File: src/rtl/alu_word_seq_if.sv
// Control-side handshake between the MIPS control path and alu_word_seq:
// request/opcode/operands in, busy/done and the held result flags out.
interface alu_word_seq_if #(
    parameter int NIBBLES = 4
);
    localparam int W = 4 * NIBBLES;

    logic         start;
    logic [2:0]   op;
    logic [W-1:0] a;
    logic [W-1:0] b;
    logic         busy;
    logic         done;
    logic [W-1:0] result;
    logic         cout;
    logic         ovf;
    logic         err;

    modport master (output start, op, a, b, input busy, done, result, cout, ovf, err);
    modport slave  (input start, op, a, b, output busy, done, result, cout, ovf, err);
endinterface

File: src/rtl/alu_word_seq.sv
// Nibble-serial word ALU sequencer: drives an external 4-bit ALU slice one
// nibble per clock, LSB first, rippling the carry through carry_q.
module alu_word_seq #(
    parameter int NIBBLES = 4
) (
    input  logic          clk,
    input  logic          rst_n,
    alu_word_seq_if.slave bus,
    output logic [3:0]    alu_a,
    output logic [3:0]    alu_b,
    output logic          alu_cin,
    output logic          alu_binv,
    output logic [3:0]    alu_less,
    output logic          alu_sel1,
    output logic          alu_sel0,
    input  logic [3:0]    alu_result,
    input  logic          alu_co
);
    localparam int W     = 4 * NIBBLES;
    localparam int IDX_W = $clog2(NIBBLES);

    localparam logic [2:0] OP_AND = 3'b000;
    localparam logic [2:0] OP_OR  = 3'b001;
    localparam logic [2:0] OP_ADD = 3'b010;
    localparam logic [2:0] OP_SUB = 3'b110;
    localparam logic [2:0] OP_SLT = 3'b111;

    typedef enum logic [1:0] {IDLE, RUN, DONE} state_e;

    state_e           state_q, state_d;
    logic [IDX_W-1:0] idx_q;
    logic [W-1:0]     a_q, b_q, result_q;
    logic [2:0]       op_q;
    logic             carry_q, cout_q, ovf_q, err_q;

    logic             accept, last;
    logic [IDX_W+1:0] nib_base;
    logic [W-1:0]     sum_full;
    logic             b_msb_eff, ovf_int;

    // DONE is not busy, so a start seen in DONE is accepted with no idle gap.
    assign accept   = bus.start && (state_q != RUN);
    assign last     = (idx_q == IDX_W'(NIBBLES - 1));
    assign nib_base = {idx_q, 2'b00};

    always_ff @(posedge clk or negedge rst_n) begin
        if (!rst_n) state_q <= IDLE;
        else        state_q <= state_d;
    end

    always_comb begin
        // NOTE: every combinational output gets a default first so no path infers a latch.
        state_d = state_q;
        case (state_q)
            IDLE:    if (accept) state_d = RUN;
            RUN:     if (last)   state_d = DONE;
            DONE:    state_d = accept ? RUN : IDLE;
            default: state_d = IDLE;
        endcase
    end

    always_comb begin
        alu_a    = '0;
        alu_b    = '0;
        alu_cin  = 1'b0;
        alu_binv = 1'b0;
        alu_sel1 = 1'b0;
        alu_sel0 = 1'b0;
        if (state_q == RUN) begin
            alu_a = a_q[nib_base +: 4];
            alu_b = b_q[nib_base +: 4];
            case (op_q)
                OP_ADD: begin
                    alu_sel1 = 1'b1;
                    alu_cin  = (idx_q == '0) ? 1'b0 : carry_q;
                end
                OP_SUB, OP_SLT: begin
                    alu_sel1 = 1'b1;
                    alu_binv = 1'b1;
                    alu_cin  = (idx_q == '0) ? 1'b1 : carry_q;
                end
                OP_OR:   alu_sel0 = 1'b1;
                default: ;
            endcase
        end
    end

    assign alu_less = 4'b0000;

    // Full word as it will look once the current nibble lands.
    always_comb begin
        sum_full                = result_q;
        sum_full[nib_base +: 4] = alu_result;
    end

    assign b_msb_eff = (op_q == OP_ADD) ? b_q[W-1] : ~b_q[W-1];
    assign ovf_int   = (a_q[W-1] == b_msb_eff) && (sum_full[W-1] != a_q[W-1]);

    always_ff @(posedge clk or negedge rst_n) begin
        if (!rst_n) begin
            idx_q    <= '0;
            a_q      <= '0;
            b_q      <= '0;
            op_q     <= '0;
            carry_q  <= 1'b0;
            result_q <= '0;
            cout_q   <= 1'b0;
            ovf_q    <= 1'b0;
            err_q    <= 1'b0;
        end else if (accept) begin
            a_q     <= bus.a;
            b_q     <= bus.b;
            op_q    <= bus.op;
            idx_q   <= '0;
            carry_q <= 1'b0;
        end else if (state_q == RUN) begin
            idx_q   <= idx_q + 1'b1;
            carry_q <= alu_co;
            if (!last) begin
                result_q <= sum_full;
            end else begin
                cout_q <= 1'b0;
                ovf_q  <= 1'b0;
                err_q  <= 1'b0;
                case (op_q)
                    OP_ADD, OP_SUB: begin
                        result_q <= sum_full;
                        cout_q   <= alu_co;
                        ovf_q    <= ovf_int;
                    end
                    OP_SLT:        result_q <= {{(W-1){1'b0}}, sum_full[W-1] ^ ovf_int};
                    OP_AND, OP_OR: result_q <= sum_full;
                    default: begin
                        result_q <= '0;
                        err_q    <= 1'b1;
                    end
                endcase
            end
        end
    end

    assign bus.busy   = (state_q == RUN);
    assign bus.done   = (state_q == DONE);
    assign bus.result = result_q;
    assign bus.cout   = cout_q;
    assign bus.ovf    = ovf_q;
    assign bus.err    = err_q;
endmodule

File: src/flat_wrapper.sv
// flat-port wrapper written by rule: the top's interface ports become plain ports
module alu_word_seq_flat 
#(
    parameter int NIBBLES = 4
)
  (clk, rst_n, alu_a, alu_b, alu_cin, alu_binv, alu_less, alu_sel1, alu_sel0, alu_result, alu_co, bus_start, bus_op, bus_a, bus_b, bus_busy, bus_done, bus_result, bus_cout, bus_ovf, bus_err);
  alu_word_seq_if #(.NIBBLES(NIBBLES)) bus_i ();
  input  logic clk;
  input  logic rst_n;
  output logic [3:0] alu_a;
  output logic [3:0] alu_b;
  output logic alu_cin;
  output logic alu_binv;
  output logic [3:0] alu_less;
  output logic alu_sel1;
  output logic alu_sel0;
  input  logic [3:0] alu_result;
  input  logic alu_co;
  input wire logic [$bits(bus_i.start)-1:0] bus_start;
  input wire logic [$bits(bus_i.op)-1:0] bus_op;
  input wire logic [$bits(bus_i.a)-1:0] bus_a;
  input wire logic [$bits(bus_i.b)-1:0] bus_b;
  output wire logic [$bits(bus_i.busy)-1:0] bus_busy;
  output wire logic [$bits(bus_i.done)-1:0] bus_done;
  output wire logic [$bits(bus_i.result)-1:0] bus_result;
  output wire logic [$bits(bus_i.cout)-1:0] bus_cout;
  output wire logic [$bits(bus_i.ovf)-1:0] bus_ovf;
  output wire logic [$bits(bus_i.err)-1:0] bus_err;
  assign bus_i.start = bus_start;
  assign bus_i.op = bus_op;
  assign bus_i.a = bus_a;
  assign bus_i.b = bus_b;
  assign bus_busy = bus_i.busy;
  assign bus_done = bus_i.done;
  assign bus_result = bus_i.result;
  assign bus_cout = bus_i.cout;
  assign bus_ovf = bus_i.ovf;
  assign bus_err = bus_i.err;
  alu_word_seq #(.NIBBLES(NIBBLES)) u_core (.clk(clk), .rst_n(rst_n), .bus(bus_i), .alu_a(alu_a), .alu_b(alu_b), .alu_cin(alu_cin), .alu_binv(alu_binv), .alu_less(alu_less), .alu_sel1(alu_sel1), .alu_sel0(alu_sel0), .alu_result(alu_result), .alu_co(alu_co));
endmodule
File: config.mk
export PLATFORM = sky130hd
export DESIGN_NAME = alu_word_seq_flat
export DESIGN_NICKNAME = d
export VERILOG_FILES = /design/src/rtl/alu_word_seq_if.sv /design/src/rtl/alu_word_seq.sv /design/src/flat_wrapper.sv
export SDC_FILE = /design/constraint.sdc
export NUM_CORES = 1
export LEC_CHECK = 0
export ABC_AREA = 1
export CAP_MARGIN = 20
export CELL_PAD_IN_SITES_DETAIL_PLACEMENT = 2
export CELL_PAD_IN_SITES_GLOBAL_PLACEMENT = 2
export CORE_MARGIN = 4
export CORE_UTILIZATION = 28
export CTS_CLUSTER_DIAMETER = 100
export CTS_CLUSTER_SIZE = 28
export DETAILED_ROUTE_END_ITERATION = 10
export HOLD_SLACK_MARGIN = 0.02
export PLACE_DENSITY = 0.9
export SETUP_SLACK_MARGIN = 0.4
export SLEW_MARGIN = 10
export SYNTH_ARGS = -nofsm -noshare
export SYNTH_HDL_FRONTEND = slang
export SYNTH_SLANG_ARGS = --single-unit
File: constraint.sdc
create_clock -name clk -period 2.7 [get_ports clk]
set_clock_uncertainty 0.05 [all_clocks]
set_input_delay 0.27 -clock clk [delete_from_list [all_inputs] [get_ports clk]]
set_output_delay 0.27 -clock clk [all_outputs]
set_load 0.02 [all_outputs]
== Yosys cells after proc, flatten, opt, wreduce, memory -nomap -nowiden ==
Index checks and enable logic that the tools add are counted.
Word-level totals
  output and inout bits: 37
  bits of input ports: 43
  word-level logic and storage cells: 72
  flip-flop bits (word level): 59
Cells by class
  eq/ne operators: 12
  bitwise operators: 3
  shift operators: 4
  add/subtract/negate cells: 2
  mux-type cells: 27
  reduce and logical (&&, ||, !) cells: 14
Operators by type and width (count)
  case mux 16 bit (2 select lines): 1
  variable part select 16 x 5 -> 4 bit: 2
  bitwise mux 16 bit: 1
  2-to-1 mux 1 bit: 16
  2-to-1 mux 16 bit: 1
  variable shift 4 x 6 -> 16 bit (first input constant): 1
  variable part select 4 x 6 -> 16 bit: 1
  2-to-1 mux 2 bit: 4
  2-to-1 mux 4 bit: 2
  equality test 3 bit (second input constant): 2
  != test 2 x 1 -> 1 bit (second input constant): 3
  negation 4 -> 6 bit: 1
  case mux 2 bit (3 select lines): 1
  OR reduction 5 bit: 1
  equality test 2 bit (second input constant): 2
  logical NOT 2 bit: 2
  AND reduction 2 bit: 2
  OR reduction 2 bit: 2
  OR reduction 4 bit: 1
  equality test 3 x 1 -> 1 bit (second input constant): 1
  equality test 3 x 2 -> 1 bit (second input constant): 1
  logical NOT 3 bit: 1
  AND reduction 3 bit: 1
  OR reduction 3 bit: 1
  other kinds (9): 11

== Logic depth before layout (Yosys ltp) ==
Gate-level depths: netlist of run 1.
  word-level depth: 8
  gate-level depth with buffers: 12
  depth with buffers taken out: 10

== Least setup slack after synthesis of run 1 ==
OpenSTA, ideal clock, no wires.
  path kind: register to output
  start: register u_core.idx_q[0]
  end: output port alu_cin
  buffers on the path: 2
  data required time: 2.380 ns
  path slack: 0.803 ns
  arrival: 1.577 ns
  stages on the path, launching flop included: 8
  cells stage by stage: dfrtp_1 -> buf_2 -> inv_1 -> buf_2 -> ha_1 -> inv_1 -> nand2_1 -> a21oi_1
Between the ends
  word-level cells in the longest chain between the ends: 4
  elaborated cells between the ends (all ways): 5
  those cells by class: mux: 4; reduce/logical: 1
RTL lines
  from (decl): line alu_word_seq.sv:31  | logic [IDX_W-1:0] idx_q;
  from (signal assigned): line alu_word_seq.sv:117  | idx_q <= idx_q + 1'b1;
  logical NOT 2 bit *: line alu_word_seq.sv:75, alu_word_seq.sv:80
  2-to-1 mux 1 bit (on tied branches): line alu_word_seq.sv:80, alu_word_seq.sv:75
  case mux 1 bit (2 select lines) *: line alu_word_seq.sv:72  | case (op_q)
  2-to-1 mux 1 bit *: line alu_word_seq.sv:69  | if (state_q == RUN) begin
  to (decl): line flat_wrapper.sv:12  | output logic alu_cin;
Mark *: on every way between the ends. The rest lies on a longest branch, timed or not.

== Final worst setup path of run 1 ==
  start: register u_core.idx_q[1]
  end: output port alu_cin
Same word-level chain as after synthesis.

==> qor.yml, run 1 <==
path_cells: "inv_1 > ha_1 > inv_1 > nand2_1 > a21oi_1 > clkbuf_2"
antenna_found_initial: 0
cp_slowest_cell: "dfrtp_1"
drc: 0
syn_inst: 312
vdd_drop_max_mv: 0.3357
grt_max_degree: 60
sw_frac_of_total_pct: 43.59
clk_pin_slew_worst_paths_ns: 0.07
async_flop_share_pct: 100.0
synth_top_area_share_pct: 51.22
powerDensity_nw_per_um2: 1245
cts_root_buf: "clkbuf_8"
grt.overflow.total: 0
drive_above_1_share_pct: 14.57
finalMaxSlewViolations: 0
maxCapViolations: 0
clock-sinks: 59
synth_ff_type: "dfrtp_1"
power.switching_mw: 2.147
synthMostInstantiatedCell: "dfrtp_1"
drtIter0Drc: 49
tightest_slew_ns: 0.7738
via_count: 2523
ys_ff_latch: 59
critPathMaxFanout: 9
nNetsFinal: 443
fin_ws_ns: 0.5634
postSynthAreaPerCell_sq_um: 9.240
ys_warn_count: 0
antennaDiodeCount: 0
start_kind: "flip-flop"
routabilityCongestion: 0.7965
cp_data_required_time_ns: 2.38
clock_latency_ns: 0.34
die_y_microns: 109.5
portBuffers: 75
power_mw: 4.925
min_period_over_period_pct: 79.13
min_period_ns: 2.137
hold_buffers: 0
setup_viol: 0
clockBufferDepth: 2
num_rows: 36
yosys.area.top_type: "dfrtp_1"
wl_per_cell_microns: 17.52
netlist_area_sq_um: 2883
tns_ns: 0
comb_power_share_pct: 52.9
post_cts_buffers: 0
synth_edf_count: 0
grtUsageTotal_pct: 16.48
rsz0062_at_grt: "false"
first_global_vias: 2850
path_class: "reg -> out"
dp_hpwl_microns: 6921
cp.arrival_ns: 1.82
detail-route-antenna-nets: 0
clkPwrFrac_pct: 15.3
cts_tree: "built"
htreeDepth: 3
p_leak_nw: 1.803
start_util_pct: 29.09
intPower_mw: 2.778
hold_class: "in -> async"
die_w_microns: 109.5
dieArea_sq_um: 11980
worst-path-buf-inv: 3
cts_made_buffers: 9
cp-end-kind: "output pin"
synth_commonest_cells: "dfrtp_1, nor2_1, nand2_1"
slew_headroom_pct: 48.41
max_stage_delay_ns: 0.35
core_sq_um: 9910
pin_count: 80
critical-path-top-delay-family: "buffers and inverters"
fmax_mhz: 468.0
synth-seq-area-share_pct: 51.22
drt-pass1-iter-count: 4
r2r_slack_ns: 0.68
seqPwrFrac_pct: 31.7
area_delta_synth_final_pct: 37.20
status: "finished, final reports clean"
finalHoldViolCount: 0
dp_slack_ns: 0.5322
drt_wl_total_microns: 9304
cp_common_cell: "inv_1"
synthTopCellsByArea: "dfrtp_1, mux2_2, nor2_1"
synth_cell_types: 27
viasPerCell: 4.751
grt_pass1_wl_microns: 15020
state kept, by name (all words and copies together), names as in the netlist:
register,cells
u_core.idx_q,2
u_core.a_q,16
u_core.carry_q,1
u_core.bus.err,1
u_core.bus.result,16
u_core.state_q,2
u_core.b_q,16
u_core.bus.ovf,1
u_core.op_q,3
u_core.bus.cout,1
logic make-up after synthesis:
kind of cell | count (synthesis) | share of synthesized area [%]
simple gates | 109 | 15.41
other cells | 1 | 0.1301
compound gates | 66 | 12.37
buf+inv | 41 | 6.554
fa+ha+maj | 6 | 2.604
flops | 59 | 51.22
mux | 30 | 11.72
timing repair:
item,4_1_cts,5_1_grt
pin swaps,0,0
hold endpoints to repair,0,0
endpoints found under the setup margin,10,3
resized for setup,10,4
area by class of cell:
| cell class | instances | area (sq um) |
|---|---|---|
| Inverter | 26 | 97.59 |
| Clock buffer | 13 | 168.9 |
| Sequential cell | 59 | 1476 |
| Clock inverter | 2 | 10.01 |
| Tap cell | 133 | 166.4 |
| Timing Repair Buffer | 83 | 807.0 |
| Multi-Input combinational cell | 215 | 1229 |
| Fill cell | 1124 | 5954 |
power groups by stage:
stage	Combinational, mW	Sequential (mW)	Clock, mW
final	2.61	1.56	0.754
after global routing	2.88	1.62	0.823
after CTS	2.67	1.57	0.775
after detailed placement	2.72	1.58	0
after global placement	2.59	1.54	0
after floorplan	1.48	1.66	0
cell usage in the layout, fill, tap and decap left out, types with 2 or more instances in the layout:
| cell type | instances |
|---|---|
| a21oi_1 | 23 |
| buf_4 | 7 |
| clkbuf_8 | 12 |
| clkdlybuf4s50_1 | 62 |
| clkinv_2 | 2 |
| conb_1 | 4 |
| dfrtp_1 | 59 |
| dlygate4sd2_1 | 9 |
| dlymetal6s2s_1 | 2 |
| ha_1 | 6 |
| inv_1 | 24 |
| inv_2 | 2 |
| mux2_1 | 2 |
| mux2_2 | 28 |
| nand2_1 | 37 |
| nand3_1 | 9 |
| nand4_1 | 2 |
| nor2_1 | 55 |
| nor4_1 | 2 |
| o211ai_1 | 4 |
| o21ai_0 | 34 |
routing by layer:
| metal | vias up | share of wire [%] | global-route usage (%) |
|---|---|---|---|
| li1 | 1189 | - | - |
| met1 | 1254 | 41 | 19.23 |
| met2 | 66 | 52 | 29.99 |
| met3 | 14 | 4.4 | 2.877 |
| met4 | 0 | 1.7 | 6.144 |
| met5 | - | 0 | 0 |
metrics by stage:
| stage | std cells | hold WS (ns) | instance area [sq um] | util, % |
|---|---|---|---|---|
| 6_report | 531 | 0.04232 | 3955 | 39.91 |
| 2_1_floorplan | 315 | -0.07559 | 2894 | - |
| 3_3_place_gp | 516 | 0.4137 | 3787 | 38.22 |
| 4_1_cts | 531 | 0.07507 | 3954 | 39.90 |
| 3_5_place_dp | 516 | 0.4350 | 3787 | 38.22 |
| 5_1_grt | 531 | 0.1047 | 3955 | 39.91 |
path summary, 6_finish.rpt:
| kind | start | endpoint | depth (start not counted) |
|---|---|---|---|
| worst min-delay path | rst_n | u_core.op_q[2] | 2 |
| max in group asynchronous | rst_n | u_core.a_q[3] | 2 |
| min in group clk | u_core.bus.err | u_core.bus.err | 2 |
| worst max-delay path | u_core.idx_q[1] | alu_cin | 6 |
| worst max register to register | u_core.idx_q[0] | u_core.bus.result[3] | 6 |
| worst min register to register | u_core.bus.err | u_core.bus.err | 2 |
Note: power is estimated with default switching activity, not from simulation.
==> run 2: changes to the inputs <==
Clock period 2.7 ns to 2.1 ns, I/O delays scaled along.
==> qor.yml, run 2 (synthesized netlist as in run 1, its figures left out) <==
status: "finished, final reports clean"  # unchanged
cp_common_cell: "nor2_1"  # was inv_1
top_usage_layer: "met2"  # unchanged
grtUsageTotal_pct: 18.50  # was 16.48%
critical-path-top-delay-family: "flip-flops"  # was buffers and inverters
cp-end-kind: "output pin"  # unchanged
grt_pass1_wl_microns: 16570  # was 15020 microns
crit_start: "u_core.idx_q[0]"  # was u_core.idx_q[1]
cp.arrival_ns: 1.61  # was 1.82 ns
cts_root_buf: "clkbuf_8"  # unchanged
area_delta_synth_final_pct: 53.99  # was 37.20%
multiInputGateArea_sq_um: 1404  # was 1229 sq um
antenna_found_initial: 0  # unchanged
via_count: 2726  # was 2523
clock_latency_ns: 0.35  # was 0.34 ns
wl_per_cell_microns: 21.33  # was 17.52 microns
dieArea_sq_um: 11980  # unchanged
fmax_mhz: 534.6
drt-pass1-iter-count: 4  # unchanged
rsz0062_at_grt: "true"  # was false
finalMaxSlewViolations: 0  # unchanged
power_mw: 7.896  # was 4.925 mW
start_util_pct: 29.09  # unchanged
num_rows: 36  # unchanged
nNetsFinal: 466  # was 443
path_class: "reg -> out"  # unchanged
min_period_over_period_pct: 89.07
routabilityCongestion: 0.7622  # was 0.7965
portBuffers: 75  # unchanged
first_global_vias: 3068  # was 2850
critPathMaxFanout: 7  # was 9
grt.overflow.total: 0  # unchanged
slew_headroom_pct: 51.04  # was 48.41%
clock-sinks: 59  # unchanged
p_leak_nw: 1.937  # was 1.803 nW
cts_tree: "built"  # unchanged
powerDensity_nw_per_um2: 1779  # was 1245 nW/um^2
setup_viol: 0  # unchanged
seq_area_sq_um: 1479  # was 1476 sq um
maxCapViolations: 0  # unchanged
vdd_drop_max_mv: 0.6690  # was 0.3357 mV
core_sq_um: 9910  # unchanged
die_w_microns: 109.5  # unchanged
layout_commonest_cell: "clkdlybuf4s50_1"  # unchanged
path_cells: "buf_6 > nor2_1 > nor2_1 > o21ai_0 > a21oi_1 > buf_4"  # was inv_1 > ha_1 > inv_1 > nand2_1 > a21oi_1 > clkbuf_2
dp_hpwl_microns: 7150  # was 6921 microns
drt_wl_total_microns: 11840  # was 9304 microns
grt_use_met1_pct: 21.22  # was 19.23%
drc: 0  # unchanged
worst-path-buf-inv: 2  # was 3
drive_above_1_share_pct: 31.99  # was 14.57%
cts_made_buffers: 9  # unchanged
drtIter0Drc: 101  # was 49
antennaDiodeCount: 0  # unchanged
hold_class: "in -> async"  # unchanged
grtUsageMet2_pct: 33.91  # was 29.99%
htreeDepth: 3  # unchanged
timing.rr.start: "u_core.idx_q[0]"  # unchanged
pin_count: 80  # unchanged
max_stage_delay_ns: 0.46  # was 0.35 ns
grt_max_degree: 41  # was 60
cp_slowest_cell: "dfrtp_2"  # was dfrtp_1
die_y_microns: 109.5  # unchanged
detail-route-antenna-nets: 0  # unchanged
cp_data_required_time_ns: 1.84  # was 2.38 ns
nFillCells: 1055  # was 1124
tightest_slew_ns: 0.7344  # was 0.7738 ns
final_cell_mix: "clkdlybuf4s50_1, dfrtp_1, nor2_1"  # unchanged
min_period_ns: 1.871
use_met3_pct: 3.876  # was 2.877%
hold_ws_ns: 0.3934  # was 0.04232 ns
clockBufferDepth: 2  # unchanged
finalHoldViolCount: 0  # unchanged
clk_pin_slew_worst_paths_ns: 0.09  # was 0.07 ns
start_kind: "flip-flop"  # unchanged
viasPerCell: 4.912  # was 4.751
tns_ns: 0  # unchanged
run 2: changes by cell type in the layout (fill, tap and decap cells not counted), sizes merged:
cell / change
dlygate4sd2: -8
inv: +1
clkdlybuf4s15: +1
clkbuf: -2
clkinvlp: +2
bufinv: +2
clkdlybuf4s50: -2
dlymetal6s2s: -2
buf: +30
dlygate4sd3: +1
clkinv: +1
run 2: final cells by class:
type                            count  share of cell area (%)
Clock buffer                        9                   2.790
Clock inverter                      7                   2.255
Inverter                           26                   2.452
Multi-Input combinational cell    215                   31.62
Sequential cell                    59                   33.31
Tap cell                          133                   3.749
Timing Repair Buffer              105                   23.65
Timing Repair inverter              1                  0.1691
run 2: what timing repair did:
item                                    in CTS  in global routing
pin swaps                                    9                 24
hold buffers                                 1                  0
hold endpoints to repair                    28                  0
gates cloned                                 2                  2
gates resized for setup                     94                 50
setup buffers                                5                  6
endpoints found under the setup margin      31                 60
run 2: power breakdown:
part           leakage, nW  internal (mW)  total (mW)  switching, mW
sequential           0.712           1.69        2.09          0.398
combinational         1.11           2.00        4.59           2.58
clock                0.114          0.678        1.22          0.541
run 2: metal layers:
metal  up-vias  wire [microns]
li1       1240               -
met1      1385            4707
met2        84            6376
met3        17             521
met4         0             231
met5         -               0
run 2: final timing paths:
| check | slack [ns] | cells after the start | end |
|---|---|---|---|
| setup / recovery | 0.23 | 6 | alu_b[2] |
| hold / removal | 0.39 | 2 | u_core.b_q[7] |
| setup reg to reg | 0.25 | 10 | u_core.bus.ovf |
| hold reg to reg | 0.44 | 2 | u_core.bus.err |
| max in group asynchronous | 0.87 | 3 | u_core.idx_q[0] |
| min in group clk | 0.40 | 3 | u_core.op_q[2] |
run 2: per-stage QoR:
stage	instances	instance area (sq um)	worst slack [ns]	utilization, %
final	555	4439	0.2295	44.80
after global routing	555	4439	0.1229	44.80
after CTS	547	4205	0.2947	42.44
after detailed placement	523	3867	0.06570	39.03
after global placement	523	3867	0.1987	39.03
after floorplan	315	2930	0.4454	-
